$ cat config.mk
export PLATFORM = sky130hd
export DESIGN_NAME = load_store_unit
export DESIGN_NICKNAME = d
export VERILOG_FILES = /design/src/rtl/load_store_unit.sv
export SDC_FILE = /design/constraint.sdc
export NUM_CORES = 1
export LEC_CHECK = 0
export BUFFER_PORTS_ARGS = -buffer_cell sky130_fd_sc_hd__buf_2
export CAP_MARGIN = 20
export CORE_MARGIN = 3
export CORE_UTILIZATION = 44
export DETAILED_ROUTE_END_ITERATION = 12
export PLACE_DENSITY = 0.8
export SLEW_MARGIN = 20
export SYNTH_ARGS = -nofsm -noshare
export SYNTH_HDL_FRONTEND = slang
export SYNTH_SLANG_ARGS = --single-unit
$ cat constraint.sdc
create_clock -name clk -period 1.55 [get_ports clk]
set_clock_uncertainty 0.1 [all_clocks]
set_input_delay 0.2325 -clock clk [delete_from_list [all_inputs] [get_ports clk]]
set_output_delay 0.2325 -clock clk [all_outputs]
set_load 0.03 [all_outputs]
$ cat src/rtl/load_store_unit.sv
// Load/store unit: turns one core access into a wait-stated bus transaction,
// stalling the core until done. Optional macro LSU_TIMEOUT_EN adds a bus timeout.
// Ports: clk, reset (async active-low); core_re/we/funct3/addr/wdata in,
//   core_rdata/stall/done/err out; bus_req/we/addr/be/wdata out,
//   bus_ready/rdata in.
module load_store_unit #(
  parameter int TIMEOUT_CYCLES = 255
) (
  input  logic        clk,
  input  logic        reset,
  input  logic        core_re,
  input  logic        core_we,
  input  logic [2:0]  core_funct3,
  input  logic [31:0] core_addr,
  input  logic [31:0] core_wdata,
  output logic [31:0] core_rdata,
  output logic        stall,
  output logic        done,
  output logic        err,
  output logic        bus_req,
  output logic        bus_we,
  output logic [31:0] bus_addr,
  output logic [3:0]  bus_be,
  output logic [31:0] bus_wdata,
  input  logic        bus_ready,
  input  logic [31:0] bus_rdata
);

  localparam logic [1:0] S_IDLE = 2'd0;
  localparam logic [1:0] S_BUS  = 2'd1;
  localparam logic [1:0] S_DONE = 2'd2;

  logic [1:0]  state_q, state_d;
  logic        we_q, we_d;
  logic [2:0]  f3_q, f3_d;
  logic [1:0]  off_q, off_d;
  logic [31:0] addr_q, addr_d;
  logic [3:0]  be_q, be_d;
  logic [31:0] wdata_q, wdata_d;
  logic [31:0] rdata_q, rdata_d;
  logic        err_q, err_d;

  logic        req;
  logic        fault_c;
  logic [3:0]  be_c;
  logic [31:0] wd_c;
  logic [31:0] lane_w;
  logic [7:0]  ld_b;
  logic [15:0] ld_h;
  logic [31:0] ld_ext;

  assign req = core_re | core_we;

  always_comb begin
    fault_c = 1'b0;
    be_c    = 4'b0000;
    wd_c    = 32'h0;
    case (core_funct3)
      3'b000, 3'b100: begin
        be_c = 4'b0001 << core_addr[1:0];
        wd_c = {4{core_wdata[7:0]}};
      end
      3'b001, 3'b101: begin
        be_c    = 4'b0011 << {core_addr[1], 1'b0};
        wd_c    = {2{core_wdata[15:0]}};
        fault_c = core_addr[0];
      end
      3'b010: begin
        be_c    = 4'b1111;
        wd_c    = core_wdata;
        fault_c = |core_addr[1:0];
      end
      default: fault_c = 1'b1;
    endcase
  end

  // Lane select uses the offset captured at request time.
  assign lane_w = bus_rdata >> {off_q, 3'b000};
  assign ld_b   = lane_w[7:0];
  assign ld_h   = off_q[1] ? bus_rdata[31:16] : bus_rdata[15:0];

  always_comb begin
    case (f3_q)
      3'b000:  ld_ext = {{24{ld_b[7]}}, ld_b};
      3'b100:  ld_ext = {24'h0, ld_b};
      3'b001:  ld_ext = {{16{ld_h[15]}}, ld_h};
      3'b101:  ld_ext = {16'h0, ld_h};
      default: ld_ext = bus_rdata;
    endcase
  end

`ifdef LSU_TIMEOUT_EN
  localparam int CW = $clog2(TIMEOUT_CYCLES + 1);
  logic [CW-1:0] cnt_q, cnt_d;
  logic          tmo;
  assign tmo = (cnt_q == CW'(TIMEOUT_CYCLES - 1));
`else
  logic unused_timeout;
  assign unused_timeout = |TIMEOUT_CYCLES;
`endif

  always_comb begin
    state_d = state_q;
    we_d    = we_q;
    f3_d    = f3_q;
    off_d   = off_q;
    addr_d  = addr_q;
    be_d    = be_q;
    wdata_d = wdata_q;
    rdata_d = rdata_q;
    err_d   = err_q;
`ifdef LSU_TIMEOUT_EN
    cnt_d   = cnt_q;
`endif
    case (state_q)
      S_IDLE: begin
        if (req) begin
          // Store wins when both request lines are high.
          we_d  = core_we;
          f3_d  = core_funct3;
          off_d = core_addr[1:0];
`ifdef LSU_TIMEOUT_EN
          cnt_d = '0;
`endif
          if (fault_c) begin
            err_d   = 1'b1;
            state_d = S_DONE;
          end else begin
            err_d   = 1'b0;
            addr_d  = {core_addr[31:2], 2'b00};
            be_d    = be_c;
            wdata_d = wd_c;
            state_d = S_BUS;
          end
        end
      end
      S_BUS: begin
        if (bus_ready) begin
          if (!we_q) rdata_d = ld_ext;
          err_d   = 1'b0;
          state_d = S_DONE;
        end
`ifdef LSU_TIMEOUT_EN
        else if (tmo) begin
          err_d   = 1'b1;
          state_d = S_DONE;
        end else begin
          cnt_d = cnt_q + 1'b1;
        end
`endif
      end
      default: begin
        err_d   = 1'b0;
        state_d = S_IDLE;
      end
    endcase
  end

  always_ff @(posedge clk or negedge reset) begin
    if (!reset) begin
      state_q <= S_IDLE;
      we_q    <= 1'b0;
      f3_q    <= 3'b000;
      off_q   <= 2'b00;
      addr_q  <= 32'h0;
      be_q    <= 4'h0;
      wdata_q <= 32'h0;
      rdata_q <= 32'h0;
      err_q   <= 1'b0;
`ifdef LSU_TIMEOUT_EN
      cnt_q   <= '0;
`endif
    end else begin
      state_q <= state_d;
      we_q    <= we_d;
      f3_q    <= f3_d;
      off_q   <= off_d;
      addr_q  <= addr_d;
      be_q    <= be_d;
      wdata_q <= wdata_d;
      rdata_q <= rdata_d;
      err_q   <= err_d;
`ifdef LSU_TIMEOUT_EN
      cnt_q   <= cnt_d;
`endif
    end
  end

  assign bus_req    = (state_q == S_BUS);
  assign bus_we     = bus_req & we_q;
  assign bus_addr   = addr_q;
  assign bus_be     = be_q;
  assign bus_wdata  = wdata_q;
  assign core_rdata = rdata_q;
  assign done       = (state_q == S_DONE);
  assign err        = done & err_q;
  assign stall      = bus_req | ((state_q == S_IDLE) & req);

endmodule

==> results.md <==
* Run status: complete, but fails checks
* Failing checks: setup timing
* Post-layout instance area at 0.00791 mm^2
* Met2 Use GR at 0.441
* Class of the worst hold path: in -> reg
* Global routing usage on met1 at 0.315
* Hold Path Cell Cnt at 2
* Core region area at 0.0111 mm^2
* Total DRC errors in the routed layout at 0
* Synth top area cells: sky130_fd_sc_hd__dfrtp_1, sky130_fd_sc_hd__mux2_4, sky130_fd_sc_hd__mux2_2, sky130_fd_sc_hd__a21oi_1, sky130_fd_sc_hd__o21ai_0
* Post-layout total power at 16700 uW
* Most frequent cell on the critical path: sky130_fd_sc_hd__buf_12
* Critical Path Sink Type: flip-flop
* TritonCTS clock tree: done
* Unique cell type count in the Yosys netlist at 43
* Global-route total usage across every layer at 0.259
* Maximum frequency from static timing analysis at 0.579 GHz
* Destination of the critical timing path: bus_addr[3]$_DFFE_PN0P_
* Total number of clock tree sinks at 107
* Vias in the first global route at 5271
* Kind of critical path: reg -> reg
* Io pins at 209
* Count of inserted antenna diode cells at 0
* Iteration-0 DRC Markers at 416
* Routed wire length per instance at 20.2 um
* Congestion Overflow GR at 0
* Final hold viol count at 0
* Setup slack after layout at -0.177 ns
* Detailed Route WL at 17600 um
* Async set-or-reset flop fraction in the synthesized netlist at 1.00
* Setup repair after global routing missed its margin: yes
* Top-area cell type share of the netlist area at 0.525
* Final-report setup violation count at 86
* Placer congestion estimate at 0.892
* Post-synthesis cell count at 469
* Clock tree root driver cell: sky130_fd_sc_hd__clkbuf_16
* Capture instance of the worst register-to-register path: bus_addr[3]$_DFFE_PN0P_
* Maximum level of the CTS H-tree at 3
* Net count reported at finish at 831
* Number of inserted filler cells in the final layout at 724
* Seq cells post-synth at 107
* Number of enable flip-flop cells after synthesis at 0
* Via/cell ratio at 5.73
* Fraction of the core area covered by cells at the end of the flow at 0.714
* Instance count on the critical path at 6
* Most used flip-flop cell after synthesis: sky130_fd_sc_hd__dfrtp_1
* CP Buf/Inv Count at 3
* Antenna violations before repair at 0
* Cell area after technology mapping at 0.00510 mm^2
* Number of port buffers at 206
* Clock transition at path regs at 0.07 ns
* Initial cell density of the core at 0.460
* Layout area overhead at 55.2%
* Transition time of the tightest slew-check pin at 0.625 ns
* Proportion of synthesized chip area in sequential cells at 0.525
* Most Crowded Layer GR: met2
* Data arrival at the endpoint of the critical path at 1.86 ns
* Antenna violation net count after detailed routing at 0
* Height of the chip at 114 um
* Die outline width at 114 um
* Insertion delay to the later sink of the worst-skew pair at 0.35 ns
* Crit-path cells: nor2_4, o221ai_4, buf_12, buf_12, buf_16, mux2_2
* Max-slew violation count at 0
* Launch instance of the worst register-to-register path: state_q[1]$_DFFE_PN0P_
* Wire length of the first global-routing pass at 26800 um
* Post-synth top area cell: sky130_fd_sc_hd__dfrtp_1
* Worst path slowest cell: sky130_fd_sc_hd__dfrtp_2
* Via count at 4998
* Launching element type of the critical path: flip-flop
* Largest net degree at the start of global routing at 106
* Relative slew margins at 0.583
* Worst Path Required at 1.69 ns
* Leak pwr at 0.00377 uW
* Number of optimization iterations in the first detailed-route pass at 7
* CP top delay family: buffers and inverters
* Highest fanout seen on the critical path at 9
* Maximum count of clock buffers along a single path at 2
* Placed standard-cell area at 0.00655 mm^2
* Crit path from: state_q[1]$_DFFE_PN0P_
* Sum Neg Setup Slack at -5.88 ns
* CTS buffer count at 9
* Number of violations of the max-capacitance limit at 0
* Worst voltage drop across the vdd grid at 1590 uV
* Cell row count at 38
* Met3 track utilization from global routing at 0.0584
* Total Die Area at 0.0129 mm^2
* Flop2flop setup slack at -0.18 ns
* Power Dens Cells at 2110 mW/mm^2
* Fraction of final layout cells sized beyond drive strength 1 at 0.598
* Largest incremental delay on the critical path at 0.45 ns
* Min Clock Period, post-route at 1.73 ns
* Sum of net half-perimeters after detailed placement at 10900 um
* Warnings from Yosys at 0
* Worst-case reg-to-reg path depth at 6
* Post-synthesis area per instance at 10.9 um^2
* Final period util at 1.11
-- area by class of cell --
cell class	instances	area, um^2	area share
flip-flops and latches	107	2680	0.339
multi-input cells	314	2680	0.339
repair buffers	282	2040	0.258
clock buffers	9	225	0.0285
well taps	140	175	0.0221
clock inverters	7	52.6	0.00664
inverters	13	51.3	0.00649
-- worst min-delay path by stage --
stage,to,start
2_1_floorplan,bus_addr[10]$_DFFE_PN0P_,reset
3_3_place_gp,core_rdata[11]$_DFFE_PN0P_,reset
3_5_place_dp,core_rdata[11]$_DFFE_PN0P_,reset
4_1_cts,bus_addr[9]$_DFFE_PN0P_,core_addr[9]
5_1_grt,bus_addr[30]$_DFFE_PN0P_,core_addr[30]
6_report,bus_addr[15]$_DFFE_PN0P_,core_addr[15]
-- layout by cell type (no fill, tap or decap), types with 10 or more instances in the layout --
cell type	netlist	final
sky130_fd_sc_hd__o21ai_1	1	12
sky130_fd_sc_hd__inv_1	13	11
sky130_fd_sc_hd__o21ai_0	46	14
sky130_fd_sc_hd__buf_4	3	30
sky130_fd_sc_hd__buf_6	4	23
sky130_fd_sc_hd__mux2_4	20	27
sky130_fd_sc_hd__buf_2	12	200
sky130_fd_sc_hd__nand3b_1	10	10
sky130_fd_sc_hd__nand2_2	0	14
sky130_fd_sc_hd__dfrtp_1	107	103
sky130_fd_sc_hd__o21ai_2	0	21
sky130_fd_sc_hd__a21oi_1	56	49
sky130_fd_sc_hd__nand2_1	44	28
sky130_fd_sc_hd__o211ai_1	16	16
sky130_fd_sc_hd__nor2_1	13	12
sky130_fd_sc_hd__clkbuf_16	0	12
sky130_fd_sc_hd__mux2_2	25	22
-- worst reg2reg max path: cells and delay by family, from the launching register on --
kind | cells | cell delay (ns)
simple gates | 1 | 0.18
mux | 1 | 0.28
compound gates | 1 | 0.13
flops | 1 | 0.45
buf+inv | 3 | 0.48
-- synthesized netlist by cell type (2+ instances only) --
master,count
sky130_fd_sc_hd__buf_4,3
sky130_fd_sc_hd__a221oi_1,9
sky130_fd_sc_hd__nor2_1,13
sky130_fd_sc_hd__o21ai_0,46
sky130_fd_sc_hd__mux2_2,25
sky130_fd_sc_hd__a22o_1,3
sky130_fd_sc_hd__nor2b_1,3
sky130_fd_sc_hd__o221a_2,6
sky130_fd_sc_hd__and2_1,2
sky130_fd_sc_hd__a31oi_1,8
sky130_fd_sc_hd__mux2i_1,10
sky130_fd_sc_hd__nand2_1,44
sky130_fd_sc_hd__buf_2,12
sky130_fd_sc_hd__mux2_4,20
sky130_fd_sc_hd__a21oi_1,56
sky130_fd_sc_hd__buf_6,4
sky130_fd_sc_hd__or2_2,2
sky130_fd_sc_hd__nor3_1,8
sky130_fd_sc_hd__nand3b_1,10
sky130_fd_sc_hd__clkbuf_1,14
sky130_fd_sc_hd__buf_1,2
sky130_fd_sc_hd__nand2b_1,11
sky130_fd_sc_hd__inv_1,13
sky130_fd_sc_hd__mux2_1,4
sky130_fd_sc_hd__a2111oi_0,2
sky130_fd_sc_hd__dfrtp_1,107
sky130_fd_sc_hd__o211ai_1,16
-- per-stage QoR --
step	instances	hold slack [ns]	worst slack, ns
4_1_cts	867	0.000611	-0.156
5_1_grt	872	0.00451	-0.227
3_5_place_dp	824	-0.0698	-0.251
6_report	872	0.00976	-0.177
3_3_place_gp	824	-0.0703	-0.183
2_1_floorplan	470	-0.163	-0.0478
-- report_power, final --
| part | switching (uW) | total [uW] | internal (uW) |
|---|---|---|---|
| combinational | 5500 | 9330 | 3830 |
| clock | 1100 | 2200 | 1100 |
| sequential | 1010 | 5150 | 4140 |
-- registers in the layout (all words and copies together), names as in the netlist --
signal      cells
off_q           2
err_q           1
f3_q            3
we_q            1
state_q         2
core_rdata     32
bus_addr       30
bus_be          4
bus_wdata      32
-- logic make-up (layout without fill, tap and decap cells) --
kind of cell,Yosys count,after routing,share of synthesized area
buffers and inverters,49,311,0.0474
multiplexers,59,59,0.143
other,1,2,0.000736
AND/OR/NAND/NOR,102,102,0.105
flip-flops,107,107,0.525
AO/OA/AOI/OAI,151,151,0.179
-- repair_timing --
item / CTS / global route
setup buffers: 13 / 4
resized for setup: 102 / 84
hold buffers: 6 / 0
cloned: 8 / 3
endpoints found under the setup margin: 95 / 103
hold endpoints to repair: 112 / 0
pin swaps: 12 / 38
-- routing by layer --
layer | vias to the layer above | share of wire | wire, um
met5 | - | 0 | 0
met2 | 294 | 0.50 | 8870
met4 | 0 | 0.033 | 578
met3 | 47 | 0.088 | 1540
li1 | 2207 | - | -
met1 | 2450 | 0.38 | 6600
Power figures use the tool's default switching activity.
